### src/rtl/flag_pkg.sv
// Shared flag bit positions and the flag vector type used by the flag unit,
// the control unit and the branch logic.
package flag_pkg;
  localparam int FLAG_C = 0;
  localparam int FLAG_Z = 1;
  localparam int FLAG_S = 2;
  localparam int FLAG_V = 3;
  localparam int FLAG_P = 4;
  localparam int NFLAGS = 5;

  typedef logic [NFLAGS-1:0] flags_t;
endpackage

### src/rtl/flag_stack.sv
// LIFO of saved flag vectors for CALL/RET and interrupt entry/exit; supports
// push, pop and a same-cycle swap, and flags overflow/underflow attempts.
import flag_pkg::*;

module flag_stack #(
  parameter int STACK_DEPTH = 4
) (
  input  logic   clk,
  input  logic   rst_n,
  input  logic   i_push,
  input  logic   i_pop,
  input  flags_t i_din,
  output flags_t o_top,
  output logic   o_full,
  output logic   o_empty,
  output logic   o_pop_ok,
  output logic   o_err
);
  localparam int PW   = $clog2(STACK_DEPTH + 1);
  // Storage rounded up to the pointer range so every index is in bounds.
  localparam int NENT = 1 << PW;

  logic [PW-1:0] r_depth;
  flags_t        r_mem [NENT];

  logic          w_full;
  logic          w_empty;
  logic          w_pop_ok;
  logic          w_push_ok;
  logic [PW-1:0] w_top_idx;
  logic [PW-1:0] w_wr_idx;

  assign w_full    = (r_depth == PW'(STACK_DEPTH));
  assign w_empty   = (r_depth == '0);
  assign w_pop_ok  = i_pop & ~w_empty;
  // A push on a full stack still succeeds when it is a swap with a pop.
  assign w_push_ok = i_push & (~w_full | w_pop_ok);
  assign w_top_idx = r_depth - PW'(1);
  assign w_wr_idx  = w_pop_ok ? w_top_idx : r_depth;

  always_ff @(posedge clk or negedge rst_n) begin
    if (!rst_n) begin
      r_depth <= '0;
    end else if (w_push_ok && !w_pop_ok) begin
      r_depth <= r_depth + PW'(1);
    end else if (w_pop_ok && !w_push_ok) begin
      r_depth <= r_depth - PW'(1);
    end
  end

  always_ff @(posedge clk) begin
    if (w_push_ok) begin
      r_mem[w_wr_idx] <= i_din;
    end
  end

  assign o_top    = r_mem[w_top_idx];
  assign o_full   = w_full;
  assign o_empty  = w_empty;
  assign o_pop_ok = w_pop_ok;
  assign o_err    = (i_pop & w_empty) | (i_push & ~i_pop & w_full);
endmodule

### src/rtl/flag_unit.sv
// Processor flag register (C,Z,S,V,P) with masked ALU update, direct load and
// a save/restore stack. Define FLAG_STICKY_OVF_EN to make V sticky under update.
import flag_pkg::*;

module flag_unit #(
  parameter int WIDTH       = 8,
  parameter int STACK_DEPTH = 4
) (
  input  logic             clk,
  input  logic             rst_n,
  input  logic [WIDTH-1:0] res,
  input  logic             cout,
  input  logic             vin,
  input  logic             upd_en,
  input  logic [4:0]       upd_mask,
  input  logic             wr_en,
  input  logic [4:0]       wr_data,
  input  logic             push,
  input  logic             pop,
  input  logic             clr_err,
  output logic [4:0]       f,
  output logic             stk_full,
  output logic             stk_empty,
  output logic             stk_err
);
  flags_t r_f;
  logic   r_stk_err;
  flags_t w_calc;
  flags_t w_upd;
  flags_t w_f_nxt;
  flags_t w_top;
  logic   w_pop_ok;
  logic   w_err;

  always_comb begin
    w_calc         = '0;
    w_calc[FLAG_C] = cout;
    w_calc[FLAG_Z] = (res == '0);
    w_calc[FLAG_S] = res[WIDTH-1];
    w_calc[FLAG_V] = vin;
    w_calc[FLAG_P] = ~^res;
  end

  always_comb begin
    w_upd = (r_f & ~upd_mask) | (w_calc & upd_mask);
`ifdef FLAG_STICKY_OVF_EN
    // Once set, V can only be cleared by a direct load or a restore.
    w_upd[FLAG_V] = r_f[FLAG_V] | (upd_mask[FLAG_V] & vin);
`endif
  end

  always_comb begin
    w_f_nxt = r_f;
    if (w_pop_ok) begin
      w_f_nxt = w_top;
    end else if (wr_en) begin
      w_f_nxt = wr_data;
    end else if (upd_en) begin
      w_f_nxt = w_upd;
    end
  end

  // The stack saves r_f as registered before this edge, never the update.
  flag_stack #(
    .STACK_DEPTH (STACK_DEPTH)
  ) u_stack (
    .clk      (clk),
    .rst_n    (rst_n),
    .i_push   (push),
    .i_pop    (pop),
    .i_din    (r_f),
    .o_top    (w_top),
    .o_full   (stk_full),
    .o_empty  (stk_empty),
    .o_pop_ok (w_pop_ok),
    .o_err    (w_err)
  );

  always_ff @(posedge clk or negedge rst_n) begin
    if (!rst_n) begin
      r_f       <= '0;
      r_stk_err <= 1'b0;
    end else begin
      r_f <= w_f_nxt;
      if (w_err) begin
        r_stk_err <= 1'b1;
      end else if (clr_err) begin
        r_stk_err <= 1'b0;
      end
    end
  end

  assign f       = r_f;
  assign stk_err = r_stk_err;
endmodule

### config.mk
export PLATFORM = sky130hd
export DESIGN_NAME = flag_unit
export DESIGN_NICKNAME = d
export VERILOG_FILES = /design/src/rtl/flag_pkg.sv /design/src/rtl/flag_stack.sv /design/src/rtl/flag_unit.sv
export SDC_FILE = /design/constraint.sdc
export NUM_CORES = 1
export LEC_CHECK = 0
export ABC_CLOCK_PERIOD_IN_PS = 3550
export BUFFER_PORTS_ARGS = -buffer_cell sky130_fd_sc_hd__buf_2
export CAP_MARGIN = 20
export CORE_ASPECT_RATIO = 0.75
export CORE_MARGIN = 2
export CORE_UTILIZATION = 55
export CTS_CLUSTER_DIAMETER = 60
export DETAILED_ROUTE_END_ITERATION = 10
export PLACE_DENSITY_LB_ADDON = 0.2
export SYNTH_ARGS = -nofsm -noshare
export SYNTH_HDL_FRONTEND = slang
export SYNTH_HIERARCHICAL = 1
export SYNTH_SLANG_ARGS = --single-unit
### constraint.sdc
create_clock -name clk -period 3.55 [get_ports clk]
set_input_delay 0.355 -clock clk [delete_from_list [all_inputs] [get_ports clk]]
set_output_delay 0.355 -clock clk [all_outputs]
set_load 0.01 [all_outputs]
==> results of run 1 <==
## metal layers
metal | global-route usage [%] | vias to the layer above
met5 | 0 | -
met2 | 33.5 | 73
met1 | 30.3 | 771
met3 | 5.13 | 7
met4 | 8.23 | 0
li1 | - | 721
## power groups by stage
stage / clock network, mW / registers, mW / logic [mW]
after global routing: 0.375 / 0.990 / 1.01
final: 0.343 / 0.969 / 0.934
after CTS: 0.348 / 0.971 / 0.921
after detailed placement: 0 / 0.984 / 0.914
after global placement: 0 / 0.984 / 0.892
after floorplan: 0 / 0.926 / 0.741
## layout make-up
cell class | instances | share of cell area, %
sequential | 49 | 52.3
multi-input combinational | 96 | 32.1
timing repair buffer | 36 | 6.88
clock buffer | 7 | 3.53
tap | 55 | 2.52
inverter | 18 | 2.48
clock inverter | 1 | 0.183
## synth_stat cells, drive strengths merged (3+ instances only)
cell,instances
nor2,5
o211ai,4
edfxtp,40
ha,8
nand3,3
a222oi,3
inv,17
xor2,4
a21oi,10
a221oi,9
buf,6
nor2b,5
dfrtp,9
xnor2,3
mux4,10
mux2,5
o21ai,5
nand2,9
## worst max-delay path, stage by stage, from the launching register on
cell and delay [ns]:
dfrtp_1 0.33, buf_4 0.25, inv_1 0.14, ha_1 0.54, nor2b_1 0.26, o21ai_0 0.14, a221oi_1 0.79
## worst max-delay path by stage
stage	end	from	slack [ns]
5_1_grt	u_stack/r_mem[3][1]$_DFFE_PP_	u_stack/r_depth[0]$_DFFE_PN0P_	0.47
6_report	u_stack/r_mem[3][4]$_DFFE_PP_	u_stack/r_depth[0]$_DFFE_PN0P_	0.72
2_1_floorplan	u_stack/r_mem[0][0]$_DFFE_PP_	u_stack/r_depth[0]$_DFFE_PN0P_	1.12
3_5_place_dp	u_stack/r_mem[3][4]$_DFFE_PP_	u_stack/r_depth[0]$_DFFE_PN0P_	0.74
3_3_place_gp	u_stack/r_mem[5][2]$_DFFE_PP_	u_stack/r_depth[0]$_DFFE_PN0P_	0.92
4_1_cts	u_stack/r_mem[3][4]$_DFFE_PP_	u_stack/r_depth[0]$_DFFE_PN0P_	0.73
## cell families after synthesis
kind of cell    synth area share [%]
compound gates                  10.0
mux                             12.7
xor+xnor                        2.52
fa+ha+maj                       4.11
simple gates                    6.62
flops                           58.5
buf+inv                         5.54
## per-stage QoR
| step | worst slack, ns | instance area, µm² | std cells |
|---|---|---|---|
| after CTS | 0.727 | 2730 | 262 |
| after global placement | 0.921 | 2620 | 253 |
| after floorplan | 1.12 | 2440 | 171 |
| final | 0.718 | 2730 | 262 |
| after global routing | 0.469 | 2730 | 262 |
| after detailed placement | 0.740 | 2620 | 253 |
==> run metrics, run 1 <==
final wirelength=slightly below 5 mm; final antenna-violating net count=0; Iteration-0 DRC Markers=174; outcome=finished, final reports clean; Syn. warnings=6; worst r2r dst=u_stack/r_mem[3][4]$_DFFE_PP_; hold buffers post-CTS=1; Synth Area per Inst=approximately 14 µm²; ys async rst share=a little under a fifth; most common cell after layout, fill and taps aside=edfxtp_1; layout cells sized above 1=28.5%; Clk pwr share=about 15%; critical path data arrival time=~2.8 ns; routed wire length on met2=2.34 mm; minimum clock period=2.83 ns; diode count=0; reg-to-reg slack, setup=0.72 ns; RSZ-0062 raised after global routing=false; main flop type after synthesis=edfxtp_1; cell count after synthesis=171; Max Used Layer=met4; HP Class=input pin to register; DR pass1 iterations=4; Syn Std Cell Area=2440 µm²; Bufs on Longest Clock Path=2; top post-synthesis cells by area=edfxtp_1, dfrtp_1, mux4_2, ha_1, a221oi_1; DR WL/cell=18.8 µm; clock skew=roughly 0.0075 ns; register bit total from synthesis=49; via count=roughly 1600; port bufs=34; Overall Power=2.25 mW; fin nets=241; GR Overflow Total=0; root buf cell=clkbuf_8; Syn Nets=206; hpwl dp=3.74 mm; clk_lat worst skew=~0.3 ns; site row count=20; reg2reg start=u_stack/r_depth[0]$_DFFE_PN0P_; hold endpoint=stk_err$_DFFE_PN0P_; Filler cells=314; period utilization=79.8%; Reg area=1430 µm²; CTS buffer count=5; hold slack=0.310 ns; Chip Width=80.9 µm; CP endpoint kind=register; met3 wire length=365 µm; starting density of the core=around three fifths; post-synth top area share=between 40% and 50%; maximum number of pins on one net before global-route repair=16; LEAKAGE=1.07 nW; worst vdd ir=between 0.0004 and 0.0005 V; vias per inst=6.00; sw frac=35.7%; Int Pwr=1.44 mW; Worst Max-Slew Pin Slew=about 0.9 ns; Core Util, Final=approximately two thirds; leading area contributor after synthesis=edfxtp_1; cell area power density=823 nW/µm²; Max-Cap Viols=0; Worst Hold Launch=clr_err; vias in the first global route=approximately 1500; fin. max-slew vios=0; CORE AREA=4150 µm²; NetSw=802 µW; Hold Fails Final Rpt=0; post-CTS setup buffers=0; commonest cells after routing, fill and taps aside=edfxtp_1, buf_2, inv_1; antenna violations before repair=0; Final Wtd Congestion=0.877; Crit Path Max Fanout=15; die area=4990 µm²; Sum Neg Setup Slack=0 ns; Post-synth EDFFs=40; CP startpoint kind=register; worst path required time=3.48 ns; area grow syn2layout=11.9%; sequential area share after synthesis=58.5%; DRT met1 WL=between 2 and 2.5 mm; clock-pin transition on the worst setup and hold timing paths=0.08 ns; Boundary Pins=35; max_slew headroom=39.0%; DRC=0; TritonCTS clock tree=yes; post-synthesis cell type count=39; Hold Path Stages=3; die height=61.7 µm; Seq pwr share=43.2%; WS Path Type=register to register; FF-to-FF path depth=6; Achievable Freq=0.353 GHz; Multi-input gate area=876 µm²; CTS Sinks=49; global-route wire length before repair=between 7 and 8 mm; GRT Total Usage=21.6%; Final setup viols=0; htree depth=2; Comb pwr share=41.6%; CTS resizes=0
Note: power is estimated with default switching activity, not from simulation.
==> run 2, diff against run 1 <==
- ABC_AREA: default -> 1
- ABC_CLOCK_PERIOD_IN_PS: 3550 -> 2350
- CORE_UTILIZATION: 55 -> 51
- clock period: 3.55 -> 2.35 ns (I/O delays scaled with it)
==> run metrics, run 2 <==
outcome=finished, final reports clean (unchanged); starting density of the core=52.6% (was 58.7%); diode count=0 (unchanged); hold endpoint=stk_err$_DFFE_PN0P_ (unchanged); DRC=0 (unchanged); Crit Path Max Fanout=12 (was 15); vias per inst=5.19 (was 6.00); mux contribution to synthesized area=0% (was 12.7%); CTS resizes=0 (unchanged); final wirelength=5.33 mm (was 4.92 mm); post-CTS setup buffers=0 (unchanged); Post-Synth Adder-Cell Area=3.93% (was 4.11%); CTS buffer count=5 (unchanged); synth cell count leaders=nand2_1, edfxtp_1, nor2_1 (was edfxtp_1, inv_1, a21oi_1); Bufs on Longest Clock Path=2 (unchanged); Iteration-0 DRC Markers=198 (was 174); worst vdd ir=0.000789 V (was 0.000479 V); most common cell after layout, fill and taps aside=nand2_1 (was edfxtp_1); main flop type after synthesis=edfxtp_1 (unchanged); post-synthesis xor/xnor area fraction=0.344% (was 2.52%); post-synthesis cell type count=27 (was 39); reg2reg start=u_stack/r_depth[1]$_DFFE_PN0P_ (was u_stack/r_depth[0]$_DFFE_PN0P_); fin nets=364 (was 241); die height=65.2 µm (was 61.7 µm); Critical Path Source=u_stack/r_depth[1]$_DFFE_PN0P_ (was u_stack/r_depth[0]$_DFFE_PN0P_); design area=2890 µm² (was 2730 µm²); antenna violations before repair=0 (unchanged); Simple-Gate Fraction of Synth Area=26.0% (was 6.62%); CP endpoint kind=register (unchanged); clock-pin transition on the worst setup and hold timing paths=0.09 ns (was 0.08 ns); minimum clock period=2.15 ns (was 2.83 ns); Syn. warnings=6 (unchanged); htree depth=2 (unchanged); PnR worst setup slack=0.197 ns (was 0.718 ns); CTS Sinks=49 (unchanged); Achievable Freq=0.464 GHz (was 0.353 GHz); Final setup viols=0 (unchanged); period utilization=91.6% (was 79.8%); Max-Cap Viols=0 (unchanged); die area=5580 µm² (was 4990 µm²); Boundary Pins=35 (unchanged); max_slew headroom=63.8% (was 39.0%); Chip Width=85.6 µm (was 80.9 µm); hold slack=0.0914 ns (was 0.310 ns); fin. max-slew vios=0 (unchanged); HP Class=input pin to register (unchanged); placed cell areas=2780 µm² (was 2620 µm²); Seq pwr share=40.5% (was 43.2%); most frequent cell after synthesis=nand2_1 (was edfxtp_1); TritonCTS clock tree=yes (unchanged); Sum Neg Setup Slack=0 ns (unchanged); Int Pwr=1.97 mW (was 1.44 mW); compound-gate portion of the synthesized area=7.86% (was 10.0%); worst r2r dst=u_stack/r_mem[6][1]$_DFFE_PP_ (was u_stack/r_mem[3][4]$_DFFE_PP_); WS Path Type=register to register (unchanged); Clk pwr share=15.4% (was 15.3%); root buf cell=clkbuf_8 (unchanged); worst path required time=2.30 ns (was 3.48 ns); Synth Area per Inst=8.78 µm² (was 14.3 µm²); register bit total from synthesis=49 (unchanged); cell area power density=1200 nW/µm² (was 823 nW/µm²); Placement Setup Slack=0.248 ns (was 0.740 ns); reg-to-reg slack, setup=0.20 ns (was 0.72 ns); hpwl dp=3.91 mm (was 3.74 mm); cell count after synthesis=290 (was 171); Comb pwr share=44.1% (was 41.6%); DR WL/cell=13.7 µm (was 18.8 µm); leading area contributor after synthesis=edfxtp_1 (unchanged); sequential area share after synthesis=56.0% (was 58.5%); ys async rst share=18.4% (unchanged); DR pass1 iterations=4 (unchanged); site row count=22 (was 20); via count=2026 (was 1572); clk_lat worst skew=0.31 ns (was 0.30 ns); GR Overflow Total=0 (unchanged); slowest CP cell=nor2_1 (was a221oi_1); Syn Nets=325 (was 206); critical path data arrival time=2.10 ns (was 2.76 ns); area grow syn2layout=13.6% (was 11.9%); commonest cells after routing, fill and taps aside=nand2_1, edfxtp_1, buf_2 (was edfxtp_1, buf_2, inv_1); GRT Total Usage=21.2% (was 21.6%); LEAKAGE=1.33 nW (was 1.07 nW); Syn Std Cell Area=2550 µm² (was 2440 µm²); Hold Path Stages=2 (was 3); NetSw=1.50 mW (was 802 µW); post-synth top area share=47.2% (was 49.3%); Worst Hold Launch=clr_err (unchanged); global-route wire length before repair=8.95 mm (was 7.50 mm); CP startpoint kind=register (unchanged); final antenna-violating net count=0 (unchanged); RSZ-0062 raised after global routing=false (unchanged); top post-synthesis cells by area=edfxtp_1, nand2_1, dfrtp_1, ha_1, nor2_1 (was edfxtp_1, dfrtp_1, mux4_2, ha_1, a221oi_1); port bufs=34 (unchanged); critical-path cell list=inv_1 -> ha_1 -> inv_1 -> nand3_1 -> nand2_1 -> nand2_1 -> nor2_1 (was buf_4 -> inv_1 -> ha_1 -> nor2b_1 -> o21ai_0 -> a221oi_1); clock skew=0.00827 ns (was 0.00748 ns); FF-to-FF path depth=7 (was 6); layout cells sized above 1=18.5% (was 28.5%); vias in the first global route=1907 (was 1452); Final Wtd Congestion=0.876 (was 0.877); Largest stage delay, worst path=0.41 ns (was 0.79 ns); CORE AREA=4840 µm² (was 4150 µm²); Post-synth EDFFs=40 (unchanged); sw frac=43.1% (was 35.7%); Hold Fails Final Rpt=0 (unchanged); Worst Max-Slew Pin Slew=0.541 ns (was 0.915 ns); largest family of logic cells by synthesized area=simple AND/OR/NAND/NOR gates (was multiplexers); maximum number of pins on one net before global-route repair=24 (was 16)
[run 2: cell types whose count changed in the layout (fill, tap and decap cells not counted), sizes merged, moves of 6 or more]
cell    delta
o21ai     +16
nand2    +115
nor2      +23
mux4      -10
a221oi     -9
nand3      +6
inv        +9
[run 2: kinds of logic after synthesis]
kind of cell | Yosys count
simple gates | 162
buf+inv | 36
compound gates | 34
xor+xnor | 1
flops | 49
fa+ha+maj | 8
[run 2: how the worst max path moves through the flow]
stage | depth (start not counted) | slack, ns | to
global placement | 7 | 0.28 | u_stack/r_mem[2][2]$_DFFE_PP_
global route | 7 | 0.05 | u_stack/r_mem[2][1]$_DFFE_PP_
finish | 7 | 0.20 | u_stack/r_mem[6][1]$_DFFE_PP_
CTS | 7 | 0.22 | u_stack/r_mem[6][1]$_DFFE_PP_
floorplan | 9 | 0.42 | u_stack/r_mem[1][0]$_DFFE_PP_
detailed placement | 7 | 0.25 | u_stack/r_mem[6][2]$_DFFE_PP_
[run 2: layout make-up]
type / instances / area, µm²
Clock inverter: 2 / 17.5
Fill cell: 431 / 1950
Inverter: 29 / 109
Sequential cell: 49 / 1430
Tap cell: 60 / 75.1
Clock buffer: 6 / 82.6
Timing Repair Buffer: 39 / 210
Multi-Input combinational cell: 205 / 971
[run 2: power by group through the flow]
| stage | Sequential (mW) | Clock (mW) | Combinational, mW |
|---|---|---|---|
| after floorplan | 1.38 | 0 | 1.08 |
| after global placement | 1.43 | 0 | 1.51 |
| after detailed placement | 1.43 | 0 | 1.52 |
| after CTS | 1.41 | 0.542 | 1.53 |
| after global routing | 1.44 | 0.574 | 1.73 |
| final | 1.41 | 0.532 | 1.53 |
[run 2: per-stage QoR]
stage,util [%],total power [mW],std cells
floorplan,-,2.46,290
global placement,57.4,2.93,381
detailed placement,57.4,2.95,381
CTS,59.7,3.48,390
global route,59.7,3.75,390
finish,59.7,3.47,390
[run 2: repair_timing]
item | 4_1_cts | 5_1_grt
endpoints found under the setup margin | 0 | 0
endpoints found under the hold margin | 9 | 0
hold buffers | 1 | 0
[run 2: routing by layer]
metal	global-route usage, %	part of all wire [%]
met5	0	0
met4	7.34	0.94
met3	3.77	7.2
met2	32.7	44
met1	30.6	48
[run 2: critical path: cells and delay by family, from the launching register on]
| kind | cells | cell delay [ns] |
|---|---|---|
| flip-flops | 1 | 0.40 |
| AND/OR/NAND/NOR | 4 | 0.72 |
| buffers and inverters | 2 | 0.37 |
| adder cells (fa/ha/maj) | 1 | 0.29 |
